<file path="src/rtl/hamming74_encoder_tx.sv">
// Hamming(7,4) transmit encoder: nibbles in, codewords out through a small FIFO
// and an output register, with optional single-bit error injection on load.
module hamming74_encoder_tx #(
  parameter int FIFO_DEPTH = 4,
  parameter int CNT_W      = 16
) (
  input  logic                          clk,
  input  logic                          rst_n,
  input  logic                          in_valid,
  output logic                          in_ready,
  input  logic [3:0]                    in_data,
  input  logic                          inject_en,
  input  logic [2:0]                    inject_pos,
  output logic [6:0]                    io_out,
  output logic [6:0]                    io_oeb,
  output logic                          out_valid,
  input  logic                          out_ready,
  output logic [$clog2(FIFO_DEPTH):0]   fifo_level,
  output logic [CNT_W-1:0]              word_count
);

  // Handshakes: a transfer happens on a rising edge where valid & ready are both
  // high; valid never depends on ready, and a held-off word stays stable.
  localparam int AW = $clog2(FIFO_DEPTH);
  localparam int LW = AW + 1;
  localparam logic [LW-1:0] DEPTH_L = LW'(FIFO_DEPTH);

  logic [6:0]    mem [FIFO_DEPTH];
  logic [AW-1:0] wr_ptr;
  logic [AW-1:0] rd_ptr;
  logic [LW-1:0] level;
  logic          started;
  logic          push;
  logic          pop;
  logic [6:0]    codeword;
  logic [6:0]    inj_mask;

  function automatic logic [6:0] encode(input logic [3:0] d);
    logic p1, p2, p4;
    p1 = d[0] ^ d[1] ^ d[3];
    p2 = d[0] ^ d[2] ^ d[3];
    p4 = d[1] ^ d[2] ^ d[3];
    return {d[3], d[2], d[1], p4, d[0], p2, p1};
  endfunction

  assign codeword   = encode(in_data);
  // Full FIFO refuses input even if a pop happens this cycle: no pass-through.
  assign in_ready   = started && (level != DEPTH_L);
  assign push       = in_valid && in_ready;
  assign pop        = (level != '0) && (!out_valid || out_ready);
  assign fifo_level = level;

  always_comb begin
    inj_mask = '0;
    if (inject_en && (inject_pos != 3'd0)) begin
      inj_mask[inject_pos - 3'd1] = 1'b1;
    end
  end

  always_ff @(posedge clk) begin
    if (push) begin
      mem[wr_ptr] <= codeword;
    end
  end

  always_ff @(posedge clk or negedge rst_n) begin
    if (!rst_n) begin
      started    <= 1'b0;
      io_oeb     <= 7'h7F;
      wr_ptr     <= '0;
      rd_ptr     <= '0;
      level      <= '0;
      out_valid  <= 1'b0;
      io_out     <= 7'h00;
      word_count <= '0;
    end else begin
      started <= 1'b1;
      io_oeb  <= 7'h00;
      if (push) begin
        wr_ptr <= wr_ptr + 1'b1;
      end
      if (pop) begin
        rd_ptr <= rd_ptr + 1'b1;
      end
      case ({push, pop})
        2'b10:   level <= level + 1'b1;
        2'b01:   level <= level - 1'b1;
        default: level <= level;
      endcase
      if (out_valid && out_ready) begin
        word_count <= word_count + 1'b1;
      end
      // io_out keeps its last value when the register empties.
      if (pop) begin
        out_valid <= 1'b1;
        io_out    <= mem[rd_ptr] ^ inj_mask;
      end else if (out_valid && out_ready) begin
        out_valid <= 1'b0;
      end
    end
  end

endmodule

</file>
<file path="config.mk">
export PLATFORM = sky130hd
export DESIGN_NAME = hamming74_encoder_tx
export DESIGN_NICKNAME = d
export VERILOG_FILES = /design/src/rtl/hamming74_encoder_tx.sv
export SDC_FILE = /design/constraint.sdc
export NUM_CORES = 1
export LEC_CHECK = 0
export ABC_AREA = 1
export BUFFER_PORTS_ARGS = -buffer_cell sky130_fd_sc_hd__buf_2
export CAP_MARGIN = 25
export CORE_ASPECT_RATIO = 2
export CORE_MARGIN = 2
export CORE_UTILIZATION = 57
export CTS_CLUSTER_DIAMETER = 200
export DETAILED_ROUTE_END_ITERATION = 12
export PLACE_DENSITY = 0.87
export SYNTH_ARGS = -nofsm -noshare
export SYNTH_HDL_FRONTEND = slang
export SYNTH_SLANG_ARGS = --single-unit
</file>
<file path="constraint.sdc">
create_clock -name clk -period 2.63 [get_ports clk]
set_input_delay 0 -clock clk [delete_from_list [all_inputs] [get_ports clk]]
set_output_delay 0 -clock clk [all_outputs]
set_load 0.005 [all_outputs]
</file>
==> impl_metrics.yaml, run 1 <==
synth:
  yosysWarnings: 0
  synth_common_cells: "nand2_1 (120), nand3_1 (37), inv_1 (33), dfrtp_1 (32), edfxtp_1 (28)"
  synth.ff_latch_count: 61
  yosysSeqAreaShare_pct: 52.8
  yosysTopAreaCellShare_pct: 26.6
  synthCells: 356
  synth-main-ff-cell: "dfrtp_1"
  avgSynthCellArea_um2: 8.88
  syn-cell-area_um2: 3160
  synth_edf_count: 28
  yosys.area.top_type: "edfxtp_1"
  yosysMostFrequentCell: "nand2_1"
  syn_nets: 377
  ys_types: 31
  yosys-top-cells-area: "edfxtp_1 (27%), dfrtp_1 (25%), nand2_1 (14%)"
  synthArstFlopShare_pct: 54.1
place:
  port_buffers: 46
  gp_congestion: 0.861
  hpwlAfterDp_mm: 4.42
route:
  top_layer: "met4"
  wl_mm: 5.73
  route.layer.met1.wl_mm: 2.14
  drcViolationCount: 0
  drtIter0Drc: 82
  drtAntennaViolNets: 0
  wl_per_cell_um: 12.1
  routed-wl-met2_mm: 3.26
  vias: 2405
  dr.pass1.iters: 4
  vias_per_cell: 5.10
  wl_met3_um: 209
critical_path:
  r2r-end: "fifo_level[2]"
  startpoint_type: "register"
  worstPathMaxFanout: 10
  reg2reg_setup_slack_ps: 550
  endpoint_kind: "register"
  crit_start: "fifo_level[0]"
  ff2ff_path_depth: 9
  critical_path_required_ps: 2840
  cp.arrival_ps: 2290
  worstSetupPathType: "reg -> reg"
  crit_end: "fifo_level[2]"
  r2r-start: "fifo_level[0]"
layout:
  nFillCells: 432
  ff_latch_area_um2: 1670
  multiInputGateArea_um2: 1260
  antenna_cells: 0
  drive_gt1_share_pct: 19.9
  syn2layout_area_growth_pct: 15.6
  nets: 428
grt:
  grt_pass1_wl_mm: 9.77
  grt_antenna_before_repair: 0
  grt.overflow.total: 0
  grt_max_degree: 34
  grt_pass1_vias: 2313
  grt_use_total_pct: 20.7
cts:
  htreeDepth: 3
  clockBufferDepth: 2
  cts_made_buffers: 9
  clock_sinks: 61
  clk_pin_slew_ps: 60
  root_buffer: "clkbuf_8"
  cts_tree: "built"
  cts-resized-gates: 0
  clock_latency_ps: 340
floorplan:
  top_level_ports: 47
  die_h_um: 109
  core_um2: 5370
  die-area_um2: 6190
  num_rows: 38
  die_w_um: 56.7
  start_util_pct: 58.8
timing:
  slew_headroom_pct: 51.5
  min_period_ps: 2080
  holdWs_ps: 44.9
  setup_tns_ps: 0
  slew_viol_final: 0
  tightest_slew_ps: 728
  max_freq_ghz: 0.480
  hold_viol: 0
  period_share_pct: 79.2
  setup_violations: 0
  rsz0062_at_grt: "no"
  fin_worst_skew_ps: 8.98
pwr:
  power.leakage_nw: 1.85
  power_density_nw_per_um2: 953
  ir_drop_v: 0.000700
  power.total_mw: 3.48
worst_hold_path:
  worstHoldPathCells: 3
  hold_start: "in_valid"
  hold_path.class: "in -> reg"
run:
  drv_cap: 0
run_status:
  status: "complete, no violations"
==> worst max-delay path, cell delays in order (launching register included) <==
cell     delay [ps]
dfrtp_1         440
inv_1            90
nand3_1          90
nand2_2         170
inv_2           120
ha_1            240
fa_1            390
a21oi_1         140
o21ai_0         110
xor2_1          160
==> cell type report <==
type                       instances  share of cell area, %
clock buffer                      10                   3.49
clock inverter                     6                   2.12
inverter                          40                   4.11
multi-input combinational        242                   34.4
sequential                        61                   45.7
tap                               60                   2.05
timing repair buffer              53                   8.15
==> where the power goes <==
group          switching, mW  internal [mW]  total, mW
Sequential             0.189           1.23       1.41
Clock                  0.341          0.523      0.864
Combinational          0.728          0.474       1.20
==> kinds of logic (layout without fill, tap and decap cells) <==
family / Yosys count / count (layout) / synth area share [%]
other: 2 / 2 / 0.238
AOI/OAI and AO/OA: 12 / 12 / 2.18
muxes: 1 / 1 / 0.356
DFF: 61 / 61 / 52.8
buffers and inverters: 53 / 109 / 7.44
adders and majority gates: 9 / 9 / 3.80
and+or+nand+nor: 198 / 198 / 27.7
xor gates and xnor gates: 20 / 20 / 5.54
==> what timing repair did <==
item	in CTS	in global routing
setup endpoints to repair	0	0
setup buffers	0	0
endpoints found under the hold margin	49	0
hold buffers	6	0
==> registers in the layout, indices dropped and copies added (netlist names) <==
signal	flops
io_oeb	1
word_count	16
wr_ptr	2
out_valid	1
io_out	7
started	1
rd_ptr	2
fifo_level	3
mem	28
==> stage by stage <==
step                      utilization (%)  std cells  cell area, um2  worst slack (ps)
final                                68.0        472            3650               547
after global routing                 68.0        472            3650               441
after CTS                            68.0        472            3650               528
after detailed placement             63.1        450            3390               546
after global placement               63.1        450            3390               638
after floorplan                         -        356            3160               734
==> placed cells by master (no fill, tap or decap), types with 2 or more instances in the layout <==
cell type	synthesis	routed
bufinv_16	0	2
conb_1	2	2
clkbuf_8	0	9
buf_2	5	46
nand4_1	3	3
clkinv_1	1	3
clkinv_2	0	2
inv_2	6	6
nor2_2	2	2
xor2_1	9	9
nand3_1	37	37
nor2_4	2	2
nor3_1	2	2
ha_1	8	8
inv_1	33	33
nor2_1	22	22
edfxtp_1	28	28
o21ai_0	6	6
nand2_1	120	120
nand2_2	5	5
dlygate4sd3_1	0	6
dfrtp_1	32	32
a21oi_1	4	4
xnor2_1	11	11
==> how the worst min path moves through the flow <==
stage                     end  slack [ps]
6_report            wr_ptr[1]          40
5_1_grt             wr_ptr[0]          50
4_1_cts             wr_ptr[1]          30
3_5_place_dp   word_count[15]         100
3_3_place_gp   word_count[15]          80
2_1_floorplan   fifo_level[0]        -300
==> per-layer routing <==
layer	up-vias	global-route usage, %
met5	-	0
met4	0	10.7
met3	12	5.41
met2	50	38.8
met1	1116	20.2
li1	1227	-
(Power assumes the default switching activity.)
==> inputs of run 2 (changes only) <==
clock period = 2.1 ns   (was 2.63 ns; I/O delays follow)
==> impl_metrics.yaml, run 2 (synthesized netlist as in run 1, its figures left out) <==
run_status:
  status: "complete, no violations"
critical_path:
  worstPathMaxFanout: 9
  crit_start: "fifo_level[0]"
  r2r-end: "fifo_level[2]"
  endpoint_kind: "register"
  r2r-start: "fifo_level[0]"
  ff2ff_path_depth: 9
  crit_end: "fifo_level[2]"
  startpoint_type: "register"
  reg2reg_setup_slack_ps: 70
  cp.arrival_ps: 2260
  critical_path_required_ps: 2320
  worstSetupPathType: "reg -> reg"
run:
  drv_cap: 0
route:
  vias: 2477
  wl_per_cell_um: 13.0
  vias_per_cell: 5.19
  drtIter0Drc: 68
  wl_mm: 6.21
  drtAntennaViolNets: 0
  drcViolationCount: 0
  dr.pass1.iters: 5
timing:
  setup_violations: 0
  rsz0062_at_grt: "no"
  hold_viol: 0
  period_share_pct: 96.9
  setup_tns_ps: 0
  fin_worst_skew_ps: 10.8
  tightest_slew_ps: 716
  slew_headroom_pct: 52.2
  min_period_ps: 2030
  slew_viol_final: 0
  max_freq_ghz: 0.492
grt:
  grtUsageMet1_pct: 20.4
  grt_use_total_pct: 22.0
  grt_pass1_vias: 2380
  grt_util_met2_pct: 40.5
  gr-max-usage-layer: "met2"
  grt_max_degree: 34
  grt_use_met3_pct: 6.12
  grt_antenna_before_repair: 0
  grt.overflow.total: 0
  grt_pass1_wl_mm: 10.2
layout:
  largest_register: "mem"
  layout_common_cells: "nand2_1 (120), buf_2 (46), nand3_1 (37), inv_1 (33), dfrtp_1 (32)"
  largest_register_ffs: 28
  largestRegisters: "mem x28, word_count x16, io_out x7"
  nFillCells: 427
  nets: 433
  drive_gt1_share_pct: 20.6
  antenna_cells: 0
  final_common_cell: "nand2_1"
  syn2layout_area_growth_pct: 16.1
floorplan:
  start_util_pct: 58.8
  num_rows: 38
  die_w_um: 56.7
  core_um2: 5370
  top_level_ports: 47
  die-area_um2: 6190
  die_h_um: 109
cts:
  clock_sinks: 61
  clockBufferDepth: 2
  cts_tree: "built"
  cts_made_buffers: 9
  htreeDepth: 3
  cts_setup_buffers: 0
  root_buffer: "clkbuf_8"
  clock_latency_ps: 350
  clk_pin_slew_ps: 70
place:
  port_buffers: 46
  hpwlAfterDp_mm: 4.70
  gp_congestion: 0.851
worst_hold_path:
  hold_path.class: "in -> reg"
  hold_start: "in_valid"
pwr:
  ir_drop_v: 0.000931
  power_density_nw_per_um2: 1180
  power.leakage_nw: 1.86
  power.total_mw: 4.32
==> run 2: changes by cell type in the layout (fill, tap and decap cells not counted), moves of 2 or more <==
| cell | change |
|---|---|
| buf_4 | +5 |
| bufinv_16 | -2 |
| clkbuf_1 | +3 |
| clkinv_1 | -2 |
==> run 2: stage by stage <==
step | setup WS [ps] | instance area (um2) | util [%] | hold WS (ps) | cells
2_1_floorplan | 204 | 3160 | - | -296 | 356
3_3_place_gp | 238 | 3430 | 63.8 | 82.7 | 455
3_5_place_dp | 97.9 | 3430 | 63.8 | 94.5 | 455
4_1_cts | 88.1 | 3670 | 68.3 | 70.5 | 477
5_1_grt | 0.510 | 3670 | 68.3 | 77.2 | 477
6_report | 65.7 | 3670 | 68.3 | 89.0 | 477
==> run 2: worst min path at each step <==
stage | to | depth (start not counted)
after floorplan | fifo_level[0] | 0
after global placement | word_count[15] | 1
after detailed placement | word_count[15] | 1
after CTS | wr_ptr[1] | 4
after global routing | wr_ptr[1] | 4
final | wr_ptr[0] | 4
==> run 2: critical path, stage by stage (launching register included) <==
cell and delay [ps]:
dfrtp_1 450, inv_1 90, nand3_1 130, nand2_2 100, inv_2 80, ha_1 230, fa_1 390, a21oi_1 170
o21ai_0 120, xor2_1 150
==> run 2: repair_timing <==
| action | 4_1_cts | 5_1_grt |
|---|---|---|
| resized for setup | 0 | 0 |
| endpoints found under the hold margin | 49 | 0 |
| hold buffers | 6 | 0 |
==> run 2: routing by layer <==
layer | part of all wire [%] | wire (um)
met1 | 36 | 2210
met2 | 57 | 3560
met3 | 3.8 | 234
met4 | 3.3 | 204
met5 | 0 | 0
==> run 2: power by group <==
group          internal [mW]  leakage, nW  total (mW)  switching, mW
logic                  0.626         1.13        1.59          0.964
clock network          0.532       0.0929       0.946          0.414
registers               1.53        0.643        1.78          0.249
==> run 2: area by class of cell <==
cell class,count,area [um2],area share [%]
Multi-Input combinational cell,242,1260,34.3
Inverter,40,150,4.09
Clock buffer,15,178,4.84
Tap cell,60,75.1,2.05
Clock inverter,1,5.00,0.136
Sequential cell,61,1670,45.5
Timing Repair Buffer,58,335,9.14
==> inputs of run 3 (changes only) <==
CORE_MARGIN = default   (was 2)
==> impl_metrics.yaml, run 3 (synthesized netlist as in run 1, its figures left out) <==
layout:
  largestRegisters: "mem x28, word_count x16, io_out x7"
  largest_register_ffs: 28
  drive_gt1_share_pct: 21.6
  antenna_cells: 0
  final_common_cell: "nand2_1"
  layout_common_cells: "nand2_1 (120), buf_2 (46), nand3_1 (37), inv_1 (33), dfrtp_1 (32)"
  postLayoutCoreUtil_pct: 68.0
  syn2layout_area_growth_pct: 15.7
  largest_register: "mem"
  nets: 432
grt:
  grt_use_total_pct: 24.1
  grt_use_met3_pct: 6.21
  grt.overflow.total: 0
  grt_util_met2_pct: 44.0
  grtUsageMet1_pct: 22.0
  grt_max_degree: 34
  grt_pass1_vias: 2365
  grt_antenna_before_repair: 0
  gr-max-usage-layer: "met2"
  grt_pass1_wl_mm: 9.96
place:
  gp_congestion: 0.901
  hpwlAfterDp_mm: 4.65
  port_buffers: 46
pwr:
  swShare_pct: 38.5
  power_density_nw_per_um2: 1170
  clkPwrFrac_pct: 20.5
  internal_power_mw: 2.62
  switchingPower_mw: 1.64
  ir_drop_v: 0.00101
  power.share.sequential_pct: 41.9
  power.leakage_nw: 1.85
  pwr-share-comb_pct: 37.6
route:
  wl_per_cell_um: 13.0
  vias: 2447
  drtIter0Drc: 96
  drtAntennaViolNets: 0
  wl_mm: 6.17
  drcViolationCount: 0
  vias_per_cell: 5.14
  dr.pass1.iters: 4
worst_hold_path:
  hold_path.class: "in -> reg"
  hold_start: "in_valid"
  worstHoldPathCells: 4
  hold_end: "wr_ptr[0]"
critical_path:
  ff2ff_path_depth: 9
  crit_slowest_cell: "dfrtp_1"
  worstSetupPathType: "reg -> reg"
  worstPathMaxFanout: 9
  slowest_delay_ps: 450
  critical_path_required_ps: 2310
  r2r-end: "fifo_level[2]"
  crit_chain: "inv_1, nand3_1, nand2_2, inv_2, ha_2, fa_2, a21oi_2, o21ai_1, xor2_1"
  reg2reg_setup_slack_ps: 100
  r2r-start: "fifo_level[0]"
  cp.arrival_ps: 2210
  startpoint_type: "register"
  endpoint_kind: "register"
cts:
  clockBufferDepth: 2
  clock_latency_ps: 340
  clock_sinks: 61
  cts_setup_buffers: 0
  clk_pin_slew_ps: 60
  cts_tree: "built"
  cts_made_buffers: 9
  root_buffer: "clkbuf_8"
  htreeDepth: 3
floorplan:
  top_level_ports: 47
  die_h_um: 107
  die_w_um: 54.7
  num_rows: 38
  core_um2: 5370
  die-area_um2: 5860
  start_util_pct: 58.8
timing:
  period_share_pct: 95.1
  hold_viol: 0
  min_period_ps: 2000
  setup_violations: 0
  slew_headroom_pct: 51.1
  slew_viol_final: 0
  rsz0062_at_grt: "no"
  max_freq_ghz: 0.501
  setup_tns_ps: 0
  tightest_slew_ps: 734
  fin_worst_skew_ps: 8.98
run:
  drv_cap: 0
run_status:
  status: "complete, no violations"
==> run 3: worst max-delay path by stage <==
stage	start	end	slack, ps	depth (start not counted)
global route	fifo_level[1]	fifo_level[2]	20	9
CTS	fifo_level[0]	fifo_level[2]	30	9
detailed placement	fifo_level[0]	fifo_level[2]	100	9
global placement	fifo_level[0]	fifo_level[2]	240	9
finish	fifo_level[0]	fifo_level[2]	100	9
floorplan	fifo_level[0]	fifo_level[2]	200	8
==> run 3: area by class of cell <==
type                       count  area [um2]
sequential                    61        1670
inverter                      40         150
clock buffer                  12         145
tap                           60        75.1
timing repair buffer          57         328
fill                         433        1720
multi-input combinational    242        1270
clock inverter                 4        23.8
==> run 3: routing by layer <==
layer	up-vias	routed length, um
met3	15	186
met2	60	3610
met1	1143	2240
li1	1229	-
met4	0	139
met5	-	0
==> run 3: timing repair <==
action,4_1_cts,5_1_grt
gates resized for setup,1,3
pin swaps,0,0
setup endpoints to repair,1,1
hold endpoints to repair,49,0
hold buffers,6,0
==> run 3: critical path, delay by kind of cell (launching register included) <==
family,cells,cell delay [ps]
and+or+nand+nor,2,220
buffers and inverters,2,170
DFF,1,450
adders and majority gates,2,580
xor gates and xnor gates,1,150
AOI/OAI and AO/OA,2,290
==> run 3: through the flow <==
step	cells	cell area [um2]	power (mW)	hold slack (ps)	setup slack (ps)
finish	476	3660	4.26	115	103
global placement	454	3420	3.27	81.7	237
CTS	476	3650	4.25	91.3	32.2
detailed placement	454	3420	3.35	98.8	95.4
global route	476	3660	4.62	121	16.0
floorplan	356	3160	2.89	-296	204
==> run 3: power groups by stage <==
stage / clock network, mW / logic, mW / registers, mW
2_1_floorplan: 0 / 1.14 / 1.75
3_3_place_gp: 0 / 1.49 / 1.78
6_report: 0.875 / 1.60 / 1.78
4_1_cts: 0.890 / 1.58 / 1.78
5_1_grt: 0.949 / 1.85 / 1.83
3_5_place_dp: 0 / 1.55 / 1.80
